$ cat src/rtl/spi_wb_arbiter.sv
// Two-master round-robin Wishbone arbiter in front of the SPI bridge slave port.
// Grants per CYC frame, muxes the granted master to the slave, and times out unacknowledged strobes.
module spi_wb_arbiter #(
  parameter int unsigned TIMEOUT = 255,
  parameter int unsigned DATA_W  = 32
) (
  input  logic              clk,
  input  logic              rst,
  input  logic [31:0]       m0_addr,
  input  logic              m0_we,
  input  logic              m0_stb,
  input  logic              m0_cyc,
  input  logic [DATA_W-1:0] m0_dout,
  output logic [DATA_W-1:0] m0_din,
  output logic              m0_ack,
  output logic              m0_err,
  input  logic [31:0]       m1_addr,
  input  logic              m1_we,
  input  logic              m1_stb,
  input  logic              m1_cyc,
  input  logic [DATA_W-1:0] m1_dout,
  output logic [DATA_W-1:0] m1_din,
  output logic              m1_ack,
  output logic              m1_err,
  output logic [31:0]       s_addr,
  output logic              s_we,
  output logic              s_stb,
  output logic              s_cyc,
  output logic [DATA_W-1:0] s_dout,
  input  logic [DATA_W-1:0] s_din,
  input  logic              s_ack,
  output logic [1:0]        gnt
);

  typedef enum logic [1:0] {IDLE = 2'd0, GNT0 = 2'd1, GNT1 = 2'd2} state_t;

  localparam logic [7:0] WD_LAST = 8'(TIMEOUT - 1);

  state_t     state, state_nxt;
  logic       prio, prio_nxt;   // 0: m0 preferred on a tie
  logic [7:0] wd_cnt, wd_nxt;
  logic       stb_sel, timeout;

  always_ff @(posedge clk or posedge rst) begin
    if (rst) begin
      state  <= IDLE;
      prio   <= 1'b0;
      wd_cnt <= 8'd0;
    end else begin
      state  <= state_nxt;
      prio   <= prio_nxt;
      wd_cnt <= wd_nxt;
    end
  end

  always_comb begin
    state_nxt = state;
    prio_nxt  = prio;
    case (state)
      IDLE: begin
        if (m0_cyc && m1_cyc) state_nxt = prio ? GNT1 : GNT0;
        else if (m0_cyc)      state_nxt = GNT0;
        else if (m1_cyc)      state_nxt = GNT1;
      end
      GNT0: if (!m0_cyc) begin
        state_nxt = IDLE;
        prio_nxt  = 1'b1;
      end
      GNT1: if (!m1_cyc) begin
        state_nxt = IDLE;
        prio_nxt  = 1'b0;
      end
      default: state_nxt = IDLE;
    endcase
  end

  assign gnt = {state == GNT1, state == GNT0};

  always_comb begin
    s_addr  = '0;
    s_we    = 1'b0;
    stb_sel = 1'b0;
    s_cyc   = 1'b0;
    s_dout  = '0;
    case (gnt)
      2'b01: begin
        s_addr = m0_addr; s_we = m0_we; stb_sel = m0_stb; s_cyc = m0_cyc; s_dout = m0_dout;
      end
      2'b10: begin
        s_addr = m1_addr; s_we = m1_we; stb_sel = m1_stb; s_cyc = m1_cyc; s_dout = m1_dout;
      end
      default: ;
    endcase
  end

  // Watchdog counts on the raw selected strobe; an ACK in the terminal cycle beats the timeout.
  assign timeout = stb_sel && !s_ack && (wd_cnt == WD_LAST);
  assign s_stb   = stb_sel && !timeout;

  always_comb begin
    if (!stb_sel || s_ack || timeout) wd_nxt = 8'd0;
    else                              wd_nxt = wd_cnt + 8'd1;
  end

  assign m0_ack = s_ack & gnt[0] & m0_stb;
  assign m1_ack = s_ack & gnt[1] & m1_stb;
  assign m0_err = timeout & gnt[0];
  assign m1_err = timeout & gnt[1];
  assign m0_din = gnt[0] ? s_din : '0;
  assign m1_din = gnt[1] ? s_din : '0;

endmodule

$ cat config.mk
export PLATFORM = sky130hd
export DESIGN_NAME = spi_wb_arbiter
export DESIGN_NICKNAME = d
export VERILOG_FILES = /design/src/rtl/spi_wb_arbiter.sv
export SDC_FILE = /design/constraint.sdc
export NUM_CORES = 1
export LEC_CHECK = 0
export ABC_AREA = 1
export BUFFER_PORTS_ARGS = -buffer_cell sky130_fd_sc_hd__buf_2
export CORE_AREA = 4 4 117 119
export CTS_BUF_LIST = sky130_fd_sc_hd__clkbuf_8 sky130_fd_sc_hd__clkbuf_16
export CTS_CLUSTER_SIZE = 20
export DETAILED_ROUTE_END_ITERATION = 8
export DIE_AREA = 0 0 121 123
export HOLD_SLACK_MARGIN = 0.08
export SLEW_MARGIN = 10
export SYNTH_ARGS = -nofsm -noshare
export SYNTH_HDL_FRONTEND = slang
export SYNTH_SLANG_ARGS = --single-unit
export TNS_END_PERCENT = 5
$ cat constraint.sdc
create_clock -name clk -period 1.55 [get_ports clk]
set_clock_uncertainty 0.05 [all_clocks]
set_input_delay 0.0775 -clock clk [delete_from_list [all_inputs] [get_ports clk]]
set_output_delay 0.0775 -clock clk [all_outputs]
set_load 0.005 [all_outputs]
### Yosys cells after proc, flatten, opt, wreduce, memory -nomap -nowiden

Cells that the tools add are included.

| storage, ports and cells | value |
|---|---|
| flip-flop bits (word level) | 11 |
| input port bits | 169 |
| logic and storage cells | 49 |

| cells by class | value |
|---|---|
| add/subtract/negate cells | 1 |
| eq/ne operators | 8 |
| mux-type cells | 18 |
| bitwise gates (word level) | 6 |
| reductions and logical operators | 13 |

Operators with widths:

| kind | number |
|---|---|
| case mux 32 bit (2 select lines) | 2 |
| 2-to-1 mux 32 bit | 2 |
| 2-to-1 mux 2 bit | 6 |
| adder 8 x 1 -> 8 bit (second input constant) | 1 |
| == test 8 bit (second input constant) | 1 |
| 2-to-1 mux 8 bit | 1 |
| case mux 1 bit (2 select lines) | 4 |
| bitwise AND 1 bit | 6 |
| case mux 2 bit (3 select lines) | 1 |
| AND reduction 3 bit | 2 |
| == test 2 x 1 -> 1 bit (second input constant) | 2 |
| == test 2 bit (second input constant) | 2 |
| logical AND 1 bit | 4 |
| inequality test 2 bit (second input constant) | 2 |
| inequality test 4 bit (second input constant) | 1 |
| zero test 1 bit | 3 |
| zero test 2 bit | 1 |
| logical OR 1 bit | 2 |
| 2-to-1 mux 1 bit | 2 |
| nonzero test 2 bit | 1 |

### Longest topological paths before layout

Gate-level depths: netlist (run 1).

| depth | value |
|---|---|
| word-level depth | 7 |
| gate-level depth with buffers | 8 |

### Worst setup path before layout (run 1)

OpenSTA, ideal clock, no wires.

| timing | value |
|---|---|
| kind | register to output |
| from | register state[1] |
| to | output s_addr[11] |
| arrival time | 1.227 ns |
| path slack | 0.195 ns |
| stages on the path, launching flop included | 7 |
| path through | dfrtp_1 -> inv_1 -> ha_1 -> inv_1 -> buf_2 -> buf_2 -> a21oi_1 |

| on the way | value |
|---|---|
| longest elaborated chain between the ends | 3 |

Ends and longest elaborated chain:

| element | RTL line | text |
|---|---|---|
| start, declared | 39 | `state_t state, state_nxt;` |
| start signal, assigned | 50 | `state <= state_nxt;` |
| == test 2 x 1 -> 1 bit / == test 2 bit (equally long branches) | 77 | `assign gnt = {state == GNT1, state == GNT0};` |
| == test 2 bit / == test 2 x 1 -> 1 bit (equally long branches) | 85 | `case (gnt)` |
| case mux 32 bit (2 select lines) (*) | 85 |  |
| end, declared | 25 | `output logic [31:0] s_addr,` |

Mark *: on every way between the ends. The rest lies on a longest branch, timed or not.

### Worst setup path in the final report (run 1)

| timing | value |
|---|---|
| from | register state[1] |
| to | output s_dout[14] |

| on the way | value |
|---|---|
| longest elaborated chain between the ends | 3 |

Ends and longest elaborated chain:

| element | RTL line | text |
|---|---|---|
| == test 2 x 1 -> 1 bit / == test 2 bit (equally long branches) | 77 |  |
| == test 2 bit / == test 2 x 1 -> 1 bit (equally long branches) | 85 |  |
| case mux 32 bit (2 select lines) (*) | 85 |  |
| end, declared | 29 | `output logic [DATA_W-1:0] s_dout,` |

Marks and branches as above.

==> results of run 1 <==
[path summary, 6_finish.rpt]
path,from,depth (start not counted),endpoint,slack (ns)
setup reg to reg,state[1]$_DFFE_PP0P_,9,wd_cnt[0]$_DFF_PP0_,0.03
hold reg to reg,wd_cnt[0]$_DFF_PP0_,1,wd_cnt[0]$_DFF_PP0_,0.46
hold / removal,m0_cyc,3,state[0]$_DFFE_PP0P_,0.13
max in group asynchronous,rst,3,state[1]$_DFFE_PP0P_,0.79
setup / recovery,state[1]$_DFFE_PP0P_,7,s_dout[14],-0.19
min in group asynchronous,rst,3,wd_cnt[3]$_DFF_PP0_,0.34
[final cells by class]
| class | instances | area share |
|---|---|---|
| clock buffers | 3 | 0.0159 |
| clock inverters | 1 | 0.000797 |
| inverters | 73 | 0.0592 |
| multi-input cells | 331 | 0.359 |
| flip-flops and latches | 11 | 0.0587 |
| well taps | 172 | 0.0457 |
| repair buffers | 349 | 0.460 |
[stage by stage]
step / utilization / instances / hold slack (ns) / worst slack [ns] / cell area [sq um]
final: 0.375 / 940 / 0.132 / -0.190 / 4710
after CTS: 0.336 / 925 / 0.129 / -0.201 / 4220
after floorplan: - / 444 / -0.120 / 0.195 / 2150
after global routing: 0.375 / 940 / 0.143 / -0.250 / 4710
after global placement: 0.322 / 918 / 0.0378 / -0.00978 / 4050
after detailed placement: 0.322 / 918 / 0.0470 / -0.0187 / 4050
[worst max-delay path, stage by stage, from the launching register on]
cell       delay [ns]
dfrtp_2          0.45
inv_4            0.09
ha_4             0.17
buf_8            0.15
clkbuf_16        0.16
nand2_1          0.06
a21oi_1          0.16
buf_2            0.13
[registers in the layout (all words and copies together), names as in the netlist]
register / flops
prio: 1
wd_cnt: 8
state: 2
[routing by layer]
metal	up-vias	wire [um]	track usage
li1	1979	-	-
met1	1769	5230	0.163
met2	168	6720	0.248
met3	4	975	0.0183
met4	0	34	0.0127
met5	-	0	0
[what timing repair did]
| action | CTS | global route |
|---|---|---|
| hold buffers | 1 | 0 |
| pin swaps | 10 | 17 |
| hold endpoints to repair | 11 | 0 |
| endpoints found under the setup margin | 103 | 136 |
| gates cloned | 1 | 10 |
| gates resized for setup | 14 | 63 |
| setup buffers | 1 | 6 |
[cell families (layout without fill, tap and decap cells)]
| kind of cell | count (synthesis) | after routing | share of synthesized area |
|---|---|---|---|
| simple gates | 249 | 249 | 0.453 |
| xor+xnor | 3 | 3 | 0.0122 |
| fa+ha+maj | 6 | 6 | 0.0349 |
| compound gates | 73 | 73 | 0.174 |
| flops | 11 | 11 | 0.128 |
| buf+inv | 102 | 426 | 0.197 |
[power breakdown]
part / switching, mW / internal, mW / total, mW
sequential: 0.0447 / 0.331 / 0.376
combinational: 2.88 / 2.61 / 5.50
clock: 0.125 / 0.338 / 0.463
total: 3.05 / 3.28 / 6.33
[cells in the mapped netlist, drive strengths merged, types with 3 or more instances]
cell and number:
inv 73, o21ai 3, dfrtp 11, a21oi 66, nand2 222, buf 27, nor2 16, ha 6
nand3 8
==> qor.csv, run 1 <==
metric;value;unit
status;complete, but fails checks;
failing checks;setup timing;
die span in y;123;um
Via density;4.17;
synthesis-to-finish area growth;119;%
Post-DRT Antenna Nets;0;
Mapped Cells;444;
Slew HR;0.709;
full die area;14900;sq um
Syn Area/Cell;4.84;sq um
Worst VDD drop;681;uV
kind of critical path;flop to primary output;
Seq/Total Area, Yosys;0.128;
leak pwr;2.94;nW
MaxCap Viol Count;0;
DR pass1 iterations;5;
Synth Register Bits;11;
Primary FF master, synth;dfrtp_1;
Netlist Area Pre-Place;2150;sq um
Final #Nets;944;
Multi-input gate area;1690;sq um
fill count;1370;
PortBufs;305;
total gr overflow;0;
clock root buffer;clkbuf_16;
drt total wl;13000;um
Final Hold Fails;0;
most common cell after layout, fill and taps aside;buf_2;
initial antenna violation count;0;
H-tree levels;1;
Ys Warns;0;
detailed-placement wirelength estimate;9620;um
Tightest Hold Check Type;input port to flop;
Clk Latency, worst-skew pair;0.24;ns
fmax;575;MHz
CTS tree;yes;
Residual DRC;0;
row cnt;41;
Sequential Area;277;sq um
post-DR wirelength/cell;13.8;um
PwrDens;1340;nW/um^2
fin crit share;1.12;
Crit Path Max Fanout;12;
Total GRT Usage;0.131;
Critical Path AT;1.61;ns
fin. max-slew vios;0;
clock sinks;11;
final count of negative-setup-slack endpoints;127;
clk buf depth;2;
# diodes;0;
CORE AREA;12600;sq um
initial cell density of the core;0.171;
Worst-path clk slew;0.04;ns
worst setup margin;-0.190;ns
vias in the first global route;3264;
largest cells by area after synthesis;nand2_1, a21oi_1, dfrtp_1;
first-pass GRT wire length;16100;um
Post-synth EDFFs;0;
Die X;121;um
RSZ-0062 raised after global routing;yes;
dominant cell type by area after synthesis;nand2_1;
commonest cells after routing, fill and taps aside;buf_2, nand2_1, inv_1;
largest net degree at the start of global routing;44;
startpoint type of the worst setup path;flop;
minimum clock period;1.74;ns
Cell variety after synth;21;
Mapped Nets;619;
setup TNS;-12.92;ns
area share of the largest cell type after synthesis;0.381;
Detailed Route Iter0 Violations;161;
total power;6.33;mW
worst slew pin tran;0.436;ns
Async SR Flop Fraction;1.00;
WP data required;1.42;ns
layout cell share with drive strength beyond 1;0.540;
via count;3920;
Setup crit end kind;primary output;
TritonCTS buffer count;3;
Placer Congestion;0.815;
io pins;306;
No activity file was read; power rests on OpenSTA's default activity.
==> run 2: changes to the inputs <==
--- a/config.mk
+++ b/config.mk
@@ -7,13 +7,13 @@
 export LEC_CHECK = 0
 export ABC_AREA = 1
 export BUFFER_PORTS_ARGS = -buffer_cell sky130_fd_sc_hd__buf_2
-export CORE_AREA = 4 4 117 119
+export CORE_AREA = 4 4 116 118
 export CTS_BUF_LIST = sky130_fd_sc_hd__clkbuf_8 sky130_fd_sc_hd__clkbuf_16
 export CTS_CLUSTER_SIZE = 20
 export DETAILED_ROUTE_END_ITERATION = 8
-export DIE_AREA = 0 0 121 123
+export DIE_AREA = 0 0 120 122
 export HOLD_SLACK_MARGIN = 0.08
-export SLEW_MARGIN = 10
+export SLEW_MARGIN = 20
 export SYNTH_ARGS = -nofsm -noshare
 export SYNTH_HDL_FRONTEND = slang
 export SYNTH_SLANG_ARGS = --single-unit
==> constraint.sdc (replaced) <==
create_clock -name clk -period 2.03 [get_ports clk]
set_clock_uncertainty 0.05 [all_clocks]
set_input_delay 0.1015 -clock clk [delete_from_list [all_inputs] [get_ports clk]]
set_output_delay 0.1015 -clock clk [all_outputs]
set_load 0.005 [all_outputs]
==> qor.csv, run 2 (synthesis results as in run 1) <==
metric;value;unit;change
status;finished, final reports clean;;
Power Internal;1.68;mW;-49%
Critical Path AT;1.77;ns;+0.16 ns
vias in the first global route;3181;;-2.5%
TritonCTS buffer count;3;;unchanged
Post-DRT Antenna Nets;0;;unchanged
fill count;1435;;+4.7%
FF-to-FF path depth;7;;-2
post-DR wirelength/cell;12.3;um;-11%
kind of critical path;flop to primary output;;
Crit-path slowest cell;dfrtp_1;;
initial antenna violation count;0;;unchanged
Largest register FFs;8;;unchanged
largest net degree at the start of global routing;48;;+9.1%
leak pwr;2.68;nW;-8.9%
Clk pwr share;0.099;;+0.026
via count;3591;;-8.4%
drt total wl;11100;um;-14%
final count of negative-setup-slack endpoints;0;;-100%
fin crit share;0.944;;
Final Hold Fails;0;;unchanged
Slew HR;0.713;;+0.00365
Worst VDD drop;590;uV;-13%
reg-to-reg endpoint;state[0]$_DFFE_PP0P_;;
PortBufs;305;;unchanged
clk buf depth;2;;unchanged
clock sinks;11;;unchanged
Top reg by flops;wd_cnt;;
Clk Latency, worst-skew pair;0.23;ns;about the same
Seq pwr share;0.081;;+0.022
clock root buffer;clkbuf_16;;
startpoint type of the worst setup path;flop;;
PwrDens;871;nW/um^2;-35%
Total GRT Usage;0.131;;about the same
crit path buf inv count;3;;-1
Final #Nets;910;;-3.6%
reg-to-reg startpoint;state[1]$_DFFE_PP0P_;;
Crit path largest cell delay;0.42;ns;-0.03 ns
initial cell density of the core;0.172;;+0.00141
family with the most delay on the worst path;buffers and inverters;;
minimum clock period;1.92;ns;
Placer Congestion;0.798;;-2.1%
worst slew pin tran;0.430;ns;-0.00547 ns
fmax;522;MHz;
CTS tree;yes;;
full die area;14600;sq um;-1.6%
Setup crit end kind;primary output;;
Tightest Hold Check Type;input port to flop;;
CP Depth;6;;-1
CORE AREA;12500;sq um;-0.82%
total gr overflow;0;;unchanged
reg2reg setup slack;0.47;ns;+0.44 ns
row cnt;41;;unchanged
synthesis-to-finish area growth;85.9;%;
Worst-path clk slew;0.04;ns;about the same
WP data required;1.88;ns;+0.46 ns
setup TNS;0;ns;+12.92 ns
Detailed Route Iter0 Violations;142;;-12%
critical path startpoint;state[0]$_DFFE_PP0P_;;
NetSw;1.80;mW;-41%
hold_ws;0.140;ns;+0.00828 ns
most common cell after layout, fill and taps aside;buf_2;;
hold_sp;m0_cyc;;
largest registers;wd_cnt: 8 flops, state: 2 flops, prio: 1 flops;;
first-pass GRT wire length;15900;um;-1.5%
io pins;306;;unchanged
critical-path cell list;inv_1, ha_4, buf_12, nand2_1, a21oi_1, buf_2;;
Die X;120;um;-0.83%
DR pass1 iterations;6;;+1
combinational share of power;0.819;;-0.049
Residual DRC;0;;unchanged
fin. max-slew vios;0;;unchanged
switching share of power;0.517;;+0.0352
layout cell share with drive strength beyond 1;0.444;;-0.0962
Crit Path Max Fanout;43;;+31
capture point of the worst path;s_dout[5];;
RSZ-0062 raised after global routing;no;;
commonest cells after routing, fill and taps aside;buf_2, nand2_1, inv_1;;
Via density;3.96;;-5.1%
detailed-placement wirelength estimate;9180;um;-4.6%
H-tree levels;1;;unchanged
MaxCap Viol Count;0;;unchanged
die span in y;122;um;-0.81%
[run 2: changes by cell type in the layout (fill, tap and decap cells not counted), sizes merged]
cell,change
clkbuf,-6
buf,-28
diode,+1
[run 2: how the worst min path moves through the flow]
stage	end	cells past startpoint	slack [ns]
final	state[1]$_DFFE_PP0P_	4	0.14
after global routing	state[0]$_DFFE_PP0P_	3	0.19
after floorplan	prio$_DFFE_PP0P_	1	-0.1
after CTS	state[1]$_DFFE_PP0P_	4	0.14
after global placement	prio$_DFFE_PP0P_	2	0.07
after detailed placement	prio$_DFFE_PP0P_	2	0.07
[run 2: timing repair]
| item | CTS | global route |
|---|---|---|
| cloned | 0 | 0 |
| endpoints found under the setup margin | 1 | 40 |
| resized for setup | 1 | 2 |
| hold buffers | 1 | 0 |
| buffers inserted | 0 | 2 |
| endpoints found under the hold margin | 11 | 0 |
[run 2: power groups by stage]
stage                     combinational [mW]  clock (mW)  sequential, mW
after detailed placement                2.85           0           0.282
final                                   2.85       0.345           0.283
after global placement                  2.85           0           0.279
after floorplan                         1.57           0           0.272
after CTS                               2.88       0.355           0.282
after global routing                    3.20       0.369           0.288
[run 2: metrics by stage]
| stage | std cells | worst slack (ns) | util | total power, mW | instance area (sq um) |
|---|---|---|---|---|---|
| final | 907 | 0.113 | 0.320 | 3.48 | 3990 |
| after global routing | 906 | 0.0166 | 0.320 | 3.86 | 3990 |
| after CTS | 904 | 0.0273 | 0.318 | 3.52 | 3970 |
| after floorplan | 444 | 0.651 | - | 1.84 | 2150 |
| after detailed placement | 899 | 0.225 | 0.310 | 3.13 | 3870 |
| after global placement | 899 | 0.246 | 0.310 | 3.13 | 3870 |
[run 2: cell type report]
cell class,count,area [sq um],area share
well taps,172,215,0.0539
inverters,73,274,0.0686
diodes,1,2.50,0.000627
clock inverters,1,3.75,0.000940
repair buffers,315,1670,0.418
multi-input cells,331,1480,0.370
flip-flops and latches,11,275,0.0689
clock buffers,3,75.1,0.0188
[run 2: routing by layer]
layer / GRT usage / vias up / share of wire
met5: 0 / - / 0
met2: 0.228 / 169 / 0.49
met4: 0.0344 / 0 / 0.016
li1: - / 1905 / -
met1: 0.168 / 1505 / 0.40
met3: 0.0218 / 12 / 0.089
[run 2: worst register-to-register path, delay by kind of cell (launching register included)]
family                   cells  cell delay (ns)
AO/OA/AOI/OAI                1             0.08
flip-flops                   1             0.43
buffers and inverters        2             0.36
AND/OR/NAND/NOR              3             0.36
adder cells (fa/ha/maj)      1             0.20
